## src/rtl/bit_stream_serializer.sv

```systemverilog
// Parallel-to-serial feeder: accepts WIDTH-bit words on a valid/ready handshake and streams them one bit per clock.
// Optional even-parity trailer bit per word when SERIALIZER_PARITY_EN is defined.
module bit_stream_serializer #(
  parameter int WIDTH     = 8,
  parameter bit MSB_FIRST = 1'b1
) (
  input  logic             clk,
  input  logic             rst,
  input  logic [WIDTH-1:0] s_data,
  input  logic             s_valid,
  output logic             s_ready,
  output logic             ser_out,
  output logic             ser_valid,
  output logic             word_done,
  output logic             busy
);

  localparam int CW = (WIDTH > 1) ? $clog2(WIDTH) : 1;

  // Handshake: a word moves on a rising edge where s_valid && s_ready; s_ready depends only on state,
  // and s_valid may drop at any time without a transfer taking place.
  typedef enum logic [1:0] {
    ST_IDLE   = 2'd0,
    ST_SHIFT  = 2'd1
`ifdef SERIALIZER_PARITY_EN
    , ST_PARITY = 2'd2
`endif
  } state_e;

  state_e           state_q, state_d;
  logic [WIDTH-1:0] shreg_q, shreg_d;
  logic [CW-1:0]    cnt_q, cnt_d;
  logic             ser_out_q, ser_out_d;
  logic             ser_valid_q, ser_valid_d;
  logic             word_done_q, word_done_d;
  logic             busy_q, busy_d;
  logic             xfer;
`ifdef SERIALIZER_PARITY_EN
  logic             parity_q, parity_d;
`endif

  function automatic logic head_bit(input logic [WIDTH-1:0] w);
    return MSB_FIRST ? w[WIDTH-1] : w[0];
  endfunction

  function automatic logic [WIDTH-1:0] advance(input logic [WIDTH-1:0] w);
    return MSB_FIRST ? {w[WIDTH-2:0], 1'b0} : {1'b0, w[WIDTH-1:1]};
  endfunction

  always_comb begin
    s_ready = 1'b0;
    case (state_q)
      ST_IDLE:   s_ready = 1'b1;
`ifdef SERIALIZER_PARITY_EN
      ST_PARITY: s_ready = 1'b1;
      ST_SHIFT:  s_ready = 1'b0;
`else
      ST_SHIFT:  s_ready = (cnt_q == '0);
`endif
      default:   s_ready = 1'b0;
    endcase
  end

  assign xfer = s_valid && s_ready;

  always_comb begin
    state_d     = state_q;
    shreg_d     = shreg_q;
    cnt_d       = cnt_q;
    ser_out_d   = 1'b0;
    ser_valid_d = 1'b0;
    word_done_d = 1'b0;
    busy_d      = 1'b0;
`ifdef SERIALIZER_PARITY_EN
    parity_d    = parity_q;
`endif

    case (state_q)
      ST_SHIFT: begin
        if (cnt_q != '0) begin
          ser_out_d   = head_bit(shreg_q);
          shreg_d     = advance(shreg_q);
          cnt_d       = cnt_q - CW'(1);
          ser_valid_d = 1'b1;
          busy_d      = 1'b1;
`ifndef SERIALIZER_PARITY_EN
          word_done_d = (cnt_q == CW'(1));
`endif
        end else begin
`ifdef SERIALIZER_PARITY_EN
          state_d     = ST_PARITY;
          ser_out_d   = parity_q;
          ser_valid_d = 1'b1;
          busy_d      = 1'b1;
          word_done_d = 1'b1;
`else
          state_d     = ST_IDLE;
`endif
        end
      end
`ifdef SERIALIZER_PARITY_EN
      ST_PARITY: state_d = ST_IDLE;
`endif
      default:   state_d = ST_IDLE;
    endcase

    // A transfer only happens in IDLE or a last-bit cycle, so it overrides whatever the case chose.
    if (xfer) begin
      state_d     = ST_SHIFT;
      cnt_d       = CW'(WIDTH - 1);
      ser_out_d   = head_bit(s_data);
      shreg_d     = advance(s_data);
      ser_valid_d = 1'b1;
      busy_d      = 1'b1;
      word_done_d = 1'b0;
`ifdef SERIALIZER_PARITY_EN
      parity_d    = ^s_data;
`endif
    end
  end

  always_ff @(posedge clk or posedge rst) begin
    if (rst) begin
      state_q     <= ST_IDLE;
      shreg_q     <= '0;
      cnt_q       <= '0;
      ser_out_q   <= 1'b0;
      ser_valid_q <= 1'b0;
      word_done_q <= 1'b0;
      busy_q      <= 1'b0;
`ifdef SERIALIZER_PARITY_EN
      parity_q    <= 1'b0;
`endif
    end else begin
      state_q     <= state_d;
      shreg_q     <= shreg_d;
      cnt_q       <= cnt_d;
      ser_out_q   <= ser_out_d;
      ser_valid_q <= ser_valid_d;
      word_done_q <= word_done_d;
      busy_q      <= busy_d;
`ifdef SERIALIZER_PARITY_EN
      parity_q    <= parity_d;
`endif
    end
  end

  assign ser_out   = ser_out_q;
  assign ser_valid = ser_valid_q;
  assign word_done = word_done_q;
  assign busy      = busy_q;

endmodule

```

## config.mk

```make
export PLATFORM = sky130hd
export DESIGN_NAME = bit_stream_serializer
export DESIGN_NICKNAME = d
export VERILOG_FILES = /design/src/rtl/bit_stream_serializer.sv
export SDC_FILE = /design/constraint.sdc
export NUM_CORES = 1
export LEC_CHECK = 0
export CAP_MARGIN = 5
export CORE_MARGIN = 2
export CORE_UTILIZATION = 31
export CTS_BUF_LIST = sky130_fd_sc_hd__clkbuf_8
export CTS_CLUSTER_DIAMETER = 60
export DETAILED_ROUTE_END_ITERATION = 10
export PLACE_DENSITY_LB_ADDON = 0.2
export REMOVE_ABC_BUFFERS = 1
export SYNTH_ARGS = -nofsm -noshare
export SYNTH_HDL_FRONTEND = slang
export SYNTH_SLANG_ARGS = --single-unit
```

## constraint.sdc

```tcl
create_clock -name clk -period 2.4 [get_ports clk]
set_input_delay 0.48 -clock clk [delete_from_list [all_inputs] [get_ports clk]]
set_output_delay 0.48 -clock clk [all_outputs]
set_load 0.01 [all_outputs]
```

# Yosys cells after proc, flatten, opt, wreduce, memory -nomap -nowiden

Cells that the tools add are included.

Register bits after elaboration: 16
Input port bits: 11
Logic and storage cells: 36

Add/subtract/negate cells: 1
Eq/ne operators: 3
Muxes and demuxes: 19
Reduce and logical (&&, ||, !) cells: 7

Operator list:

| cell                  | count |
|---|---|
| $mux W8               | 3 |
| $mux W1               | 9 |
| $mux W3               | 3 |
| $mux W2               | 3 |
| $reduce_bool A2 Y1    | 2 |
| $eq A3 B1 Y1 const B  | 1 |
| $logic_not A3 Y1      | 1 |
| $ne A3 B3 Y1 const B  | 1 |
| $reduce_bool A3 Y1    | 1 |
| $sub A3 B1 Y3 const B | 1 |
| $eq A2 B1 Y1 const B  | 1 |
| $logic_not A2 Y1      | 1 |
| $pmux W1 S2           | 1 |
| $reduce_and A2 Y1     | 1 |
| $logic_and A1 B1 Y1   | 1 |

# Logic depth before layout (Yosys ltp)

Gate-level depths: netlist of the first run.

Word-level depth: 5
Gate-level depth with buffers: 8

# Worst setup path after synthesis of the first run

OpenSTA, ideal clock, no wires.

Path type: register to output
From: reg cnt_q[0]
To: out s_ready
Data arrival time: 1,095 ps
Setup slack: 825 ps
Stages on the path, launching flop included: 7
Buffers on the path: 1
Cell sequence: dfrtp_1 inv_1 ha_1 ha_1 nor2b_4 buf_6 inv_2

Word-level cells in the longest chain between the ends: 2

Ends and longest elaborated chain:

| item                   | RTL line | source |
|---|---|---|
| start, declared        | 32       | `logic [CW-1:0] cnt_q, cnt_d;` |
| start signal, assigned | 137      | `cnt_q <= cnt_d;` |
| $logic_not A3 Y1       | 58       | `ST_SHIFT: s_ready = (cnt_q == '0);` |
| $pmux W1 S2            | 52       | `case (state_q)` |
| end, declared          | 11       | `output logic s_ready,` |

No other way between the ends.

# Worst setup path in the final report of the first run

Ends and elaborated chain as after synthesis.

==> results.yml, run 1 <==
synthesis:
  yosysSeqAreaShare: 0.530
  synth-seq-cells: 14
  syn_inst: 59
  synthTopCellsByArea: "dfrtp_1 53%, mux2i_1 11%, ha_1 5.7%, buf_6 5.1%, nand2_1 4.5%"
  synthTopCellsByCount: "14 x dfrtp_1, 8 x nand2_1, 7 x mux2i_1"
  synth_cell_types: 18
  ys.warnings.count: 0
  synth.largest_area_cell: "dfrtp_1"
  synthArstFlopShare: 1.00
  yosys_most_used_dff: "dfrtp_1"
  synth_area_per_cell_um2: 11.2
  yosysMostFrequentCell: "dfrtp_1"
  yosysTopAreaCellShare: 0.530
  syn_area_um2: 661
  synth_edf_count: 0
setup_path:
  crit_fanout: 8
  startpoint_type: "flip-flop"
  r2r_cells: 7
  path_buf_inv: 3
  crit_path_end_kind: "primary output"
  path_cells: "inv_1 > ha_1 > ha_1 > nor2b_4 > inv_2 > clkdlybuf4s50_1"
  crit_required_ps: 1920
  worstSetupPathType: "flip-flop to primary output"
  cp.depth: 6
  slowest_delay_ps: 480
  crit_family: "buffers and inverters"
  rrSetupSlack_ps: 940
  critPathSlowestCell: "clkdlybuf4s50_1"
  cp.arrival_ps: 1760
  cpMostUsedCell: "ha_1"
outcome:
  status: "complete, no violations"
placed_design:
  placed_area_um2: 811
  preCtsSetupSlack_ps: 420
  io_buffers: 15
  dp.cells: 98
  dp_hpwl_um: 746
  gp_congestion: 0.740
clock_network:
  numCtsBuffers: 3
  cts_hold_buf: 0
  clkLatencyLatePin_ps: 240
  cts_buffer_depth: 2
  clkTransAtPathRegs_ps: 60
  cts.sinks: 14
  ctsHtreeMaxLevel: 1
  post-cts-setup-buffer-count: 0
  cts_resized: 0
  root_buffer: "clkbuf_8"
  cts_tree: "yes"
sta:
  tightest_slew_ps: 608
  maxSlewViolCount: 0
  finalClockSkew_ps: 2.36
  max_freq_mhz: 447
  period_share: 0.932
  setup-violations-final: 0
  fin_crit_ps: 2240
  hold_slack_ps: 481
  setup_tns_ps: 0
  relSlewSlack: 0.594
  worst_slack_ps: 163
  rsz0062_at_grt: "false"
  final_hold_viol_count: 0
floorplanning:
  io_pins: 16
  start_util: 0.333
  die_w_um: 50.2
  rows: 16
  die_area_um2: 2520
  die_h_um: 50.2
  core_region_area_um2: 1980
finish:
  stdcell_count: 102
  design_area_um2: 866
  drive_above_1_share: 0.133
  syn_to_final_growth_pct: 31.1
  diodes: 0
  layout.nets: 90
global_routing:
  antenna_found_initial: 0
  grt_pass1_wl_um: 1970
  grt_max_degree: 18
  grt_pass1_vias: 435
  overflow: 0
  grt_usage: 0.108
power:
  p_leak_uw: 0.000414
  ir_drop_mv: 0.536
  p_per_area_nw_per_um2: 1140
min_path:
  hold_path_depth: 2
  hold_path_class: "flip-flop to flip-flop"
route:
  wl_per_cell_um: 10.5
  drtIter0Drc: 5
  ant_nets: 0
  drc: 0
  finalWirelength_um: 1070
  vias: 442
  viasPerCell: 4.33
  drtPass1Iterations: 2
flow_run:
  cap_violations: 0
worst reg2reg max path, stage by stage (launching register included):
cell and delay [ps]:
dfrtp_1 380, inv_1 60, ha_1 190, ha_1 210, nor2b_4 130, buf_4 230, nor3_1 70, a21oi_1 130
cell usage in the layout (no fill, tap or decap), drive strengths merged:
cell type / n
nand3: 1
clkdlybuf4s50: 15
nand2: 8
nand2b: 2
nor2b: 1
dfrtp: 14
nor2: 1
a21oi: 1
o21ai: 10
ha: 3
and3: 1
buf: 1
inv: 5
nor3: 1
clkbuf: 4
mux2i: 7
report_power, final:
| part | internal (uW) | switching (uW) |
|---|---|---|
| clock network | 145 | 82.8 |
| registers | 332 | 42.8 |
| logic | 185 | 200 |
worst paths after layout:
| kind | start | to |
|---|---|---|
| max reg2reg | cnt_q[0] | cnt_q[0] |
| min in group asynchronous | rst | shreg_q[2] |
| max in group asynchronous | rst | shreg_q[1] |
| min reg2reg | shreg_q[7] | ser_out |
| min | shreg_q[7] | ser_out |
| max | cnt_q[0] | s_ready |
stage by stage:
stage / utilization / total power, uW
after floorplan: - / 616
after global placement: 0.409 / 771
after detailed placement: 0.409 / 775
after CTS: 0.437 / 1010
after global routing: 0.437 / 1090
final: 0.437 / 988
cell families (layout without fill, tap and decap cells):
| family | after synthesis | count (layout) | share of synthesized area |
|---|---|---|---|
| and+or+nand+nor | 15 | 15 | 0.116 |
| DFF | 14 | 14 | 0.530 |
| AOI/OAI and AO/OA | 11 | 11 | 0.100 |
| buffers and inverters | 9 | 25 | 0.0909 |
| muxes | 7 | 7 | 0.106 |
| adders and majority gates | 3 | 3 | 0.0568 |
flip-flops by register name (all words and copies together) (netlist names):
register,cells
word_done,1
cnt_q,3
ser_out,1
busy,1
shreg_q,7
state_q,1
metal layers:
metal  vias to the layer above  part of all wire  global-route usage
met3                         2             0.045              0.0268
met2                        12              0.44               0.171
met4                         0             0.013              0.0833
met5                         -                 0                   0
met1                       203              0.50               0.123
li1                        225                 -                   -
final cells by class:
class | count | area, um2
Fill cell | 197 | 1120
Sequential cell | 14 | 350
Multi-Input combinational cell | 36 | 250
Timing Repair Buffer | 16 | 158
Clock buffer | 4 | 55.1
Tap cell | 27 | 33.8
Inverter | 5 | 18.8
(Power assumes the default switching activity.)
==> run 2, diff against run 1 <==
--- a/config.mk
+++ b/config.mk
@@ -11,8 +11,8 @@
 export CTS_BUF_LIST = sky130_fd_sc_hd__clkbuf_8
 export CTS_CLUSTER_DIAMETER = 60
 export DETAILED_ROUTE_END_ITERATION = 10
+export GPL_ROUTABILITY_DRIVEN = 0
 export PLACE_DENSITY_LB_ADDON = 0.2
-export REMOVE_ABC_BUFFERS = 1
 export SYNTH_ARGS = -nofsm -noshare
 export SYNTH_HDL_FRONTEND = slang
 export SYNTH_SLANG_ARGS = --single-unit
==> constraint.sdc (replaced) <==
create_clock -name clk -period 1.9 [get_ports clk]
set_input_delay 0.38 -clock clk [delete_from_list [all_inputs] [get_ports clk]]
set_output_delay 0.38 -clock clk [all_outputs]
set_load 0.01 [all_outputs]
==> results.yml, run 2 (synthesis results as in run 1) <==
global_routing:
  grt_max_degree: 18
  grt_pass1_vias: 397
  grt_usage: 0.0958
  overflow: 0
  antenna_found_initial: 0
  grt_pass1_wl_um: 1800
route:
  drtIter0Drc: 3
  drtPass1Iterations: 4
  drc: 0
  vias: 454
  wl_per_cell_um: 10.8
  ant_nets: 0
  viasPerCell: 4.32
  finalWirelength_um: 1130
finish:
  drive_above_1_share: 0.179
  reg_top3: "shreg_q x7, cnt_q x3"
  syn_to_final_growth_pct: 33.7
  largest_reg_flops: 7
  largest_register: "shreg_q"
  layout.nets: 94
  stdcell_count: 105
  final_cell_mix: "14 x dfrtp_1, 14 x clkdlybuf4s50_1, 8 x nand2_1, 7 x mux2i_1, 5 x buf_4"
  diodes: 0
sta:
  rsz0062_at_grt: "false"
  finalClockSkew_ps: 0.888
  setup-violations-final: 0
  fin_crit_ps: 1820
  maxSlewViolCount: 0
  tightest_slew_ps: 531
  final_hold_viol_count: 0
  period_share: 0.956
  setup_tns_ps: 0
  max_freq_mhz: 551
  relSlewSlack: 0.645
setup_path:
  startpoint_type: "flip-flop"
  worstSetupPathType: "flip-flop to primary output"
  crit_path_end_kind: "primary output"
  crit_fanout: 2
  crit_required_ps: 1520
  cp.arrival_ps: 1440
power:
  p_sw_uw: 423
  combPwrFrac: 0.440
  power_frac_clock: 0.187
  p_leak_uw: 0.000428
  power_frac_seq: 0.373
  power.share.switching: 0.336
  finalPower_uw: 1260
  p_per_area_nw_per_um2: 1420
  ir_drop_mv: 0.668
  p_int_uw: 834
flow_run:
  cap_violations: 0
clock_network:
  cts.sinks: 14
  cts_buffer_depth: 2
  root_buffer: "clkbuf_8"
  clkTransAtPathRegs_ps: 50
  clkLatencyLatePin_ps: 240
  cts_hold_buf: 0
  cts_tree: "yes"
  ctsHtreeMaxLevel: 1
  numCtsBuffers: 3
outcome:
  status: "complete, no violations"
floorplanning:
  start_util: 0.333
  io_pins: 16
  die_h_um: 50.2
  die_w_um: 50.2
  core_region_area_um2: 1980
  die_area_um2: 2520
  rows: 16
placed_design:
  dp.cells: 101
  io_buffers: 15
synthesis:
  syn_nets: 73
min_path:
  hold_path_class: "flip-flop to flip-flop"
-- run 2: cell types whose count changed in the layout (fill, tap and decap cells not counted) --
cell / before / now
buf_4: 1 / 5
ha_2: 0 / 1
clkbuf_8: 4 / 3
ha_1: 3 / 2
clkdlybuf4s50_1: 15 / 14
dlygate4sd2_1: 0 / 1
-- run 2: through the flow --
step	setup WS, ps	area, um2	util	hold slack [ps]
2_1_floorplan	425	661	-	269
3_3_place_gp	142	833	0.420	452
3_5_place_dp	124	833	0.420	460
4_1_cts	51.6	873	0.441	473
5_1_grt	7.96	883	0.446	487
6_report	83.5	883	0.446	468
-- run 2: final cells by class --
type	count	area, um2
Fill cell	185	1100
Tap cell	27	33.8
Clock buffer	3	41.3
Inverter	5	18.8
Timing Repair Buffer	20	186
Sequential cell	14	350
Multi-Input combinational cell	36	253
-- run 2: worst paths after layout --
path                             from          to  slack [ps]  cells past startpoint
setup / recovery             cnt_q[1]     s_ready          80                      6
hold / removal             shreg_q[7]     ser_out         470                      2
setup reg to reg             cnt_q[1]    cnt_q[0]         440                      8
hold reg to reg            shreg_q[7]     ser_out         470                      2
max in group asynchronous         rst  shreg_q[3]        1070                      2
min in group asynchronous         rst        busy         480                      2
-- run 2: timing repair --
action	in CTS	in global routing
pin swaps	0	0
endpoints found under the hold margin	0	0
setup buffers	0	1
resized for setup	1	1
setup endpoints to repair	1	1
-- run 2: worst max-delay path: stages, from the launching register on --
cell and delay [ps]:
dfrtp_1 340, inv_1 60, ha_1 180, ha_2 190, nor2b_4 120, inv_2 40, dlygate4sd2_1 270
-- run 2: routing by layer --
layer | track usage | part of all wire | vias to the layer above | wire length [um]
met2 | 0.123 | 0.45 | 10 | 506
met1 | 0.139 | 0.50 | 209 | 565
met4 | 0.0694 | 0.011 | 0 | 12
li1 | - | - | 233 | -
met5 | 0 | 0 | - | 0
met3 | 0.0208 | 0.042 | 2 | 47
-- run 2: power groups by stage --
stage / combinational (uW) / clock [uW] / sequential, uW
6_report: 553 / 236 / 469
5_1_grt: 626 / 255 / 479
4_1_cts: 533 / 244 / 469
3_5_place_dp: 542 / 0 / 473
3_3_place_gp: 529 / 0 / 471
2_1_floorplan: 367 / 0 / 481
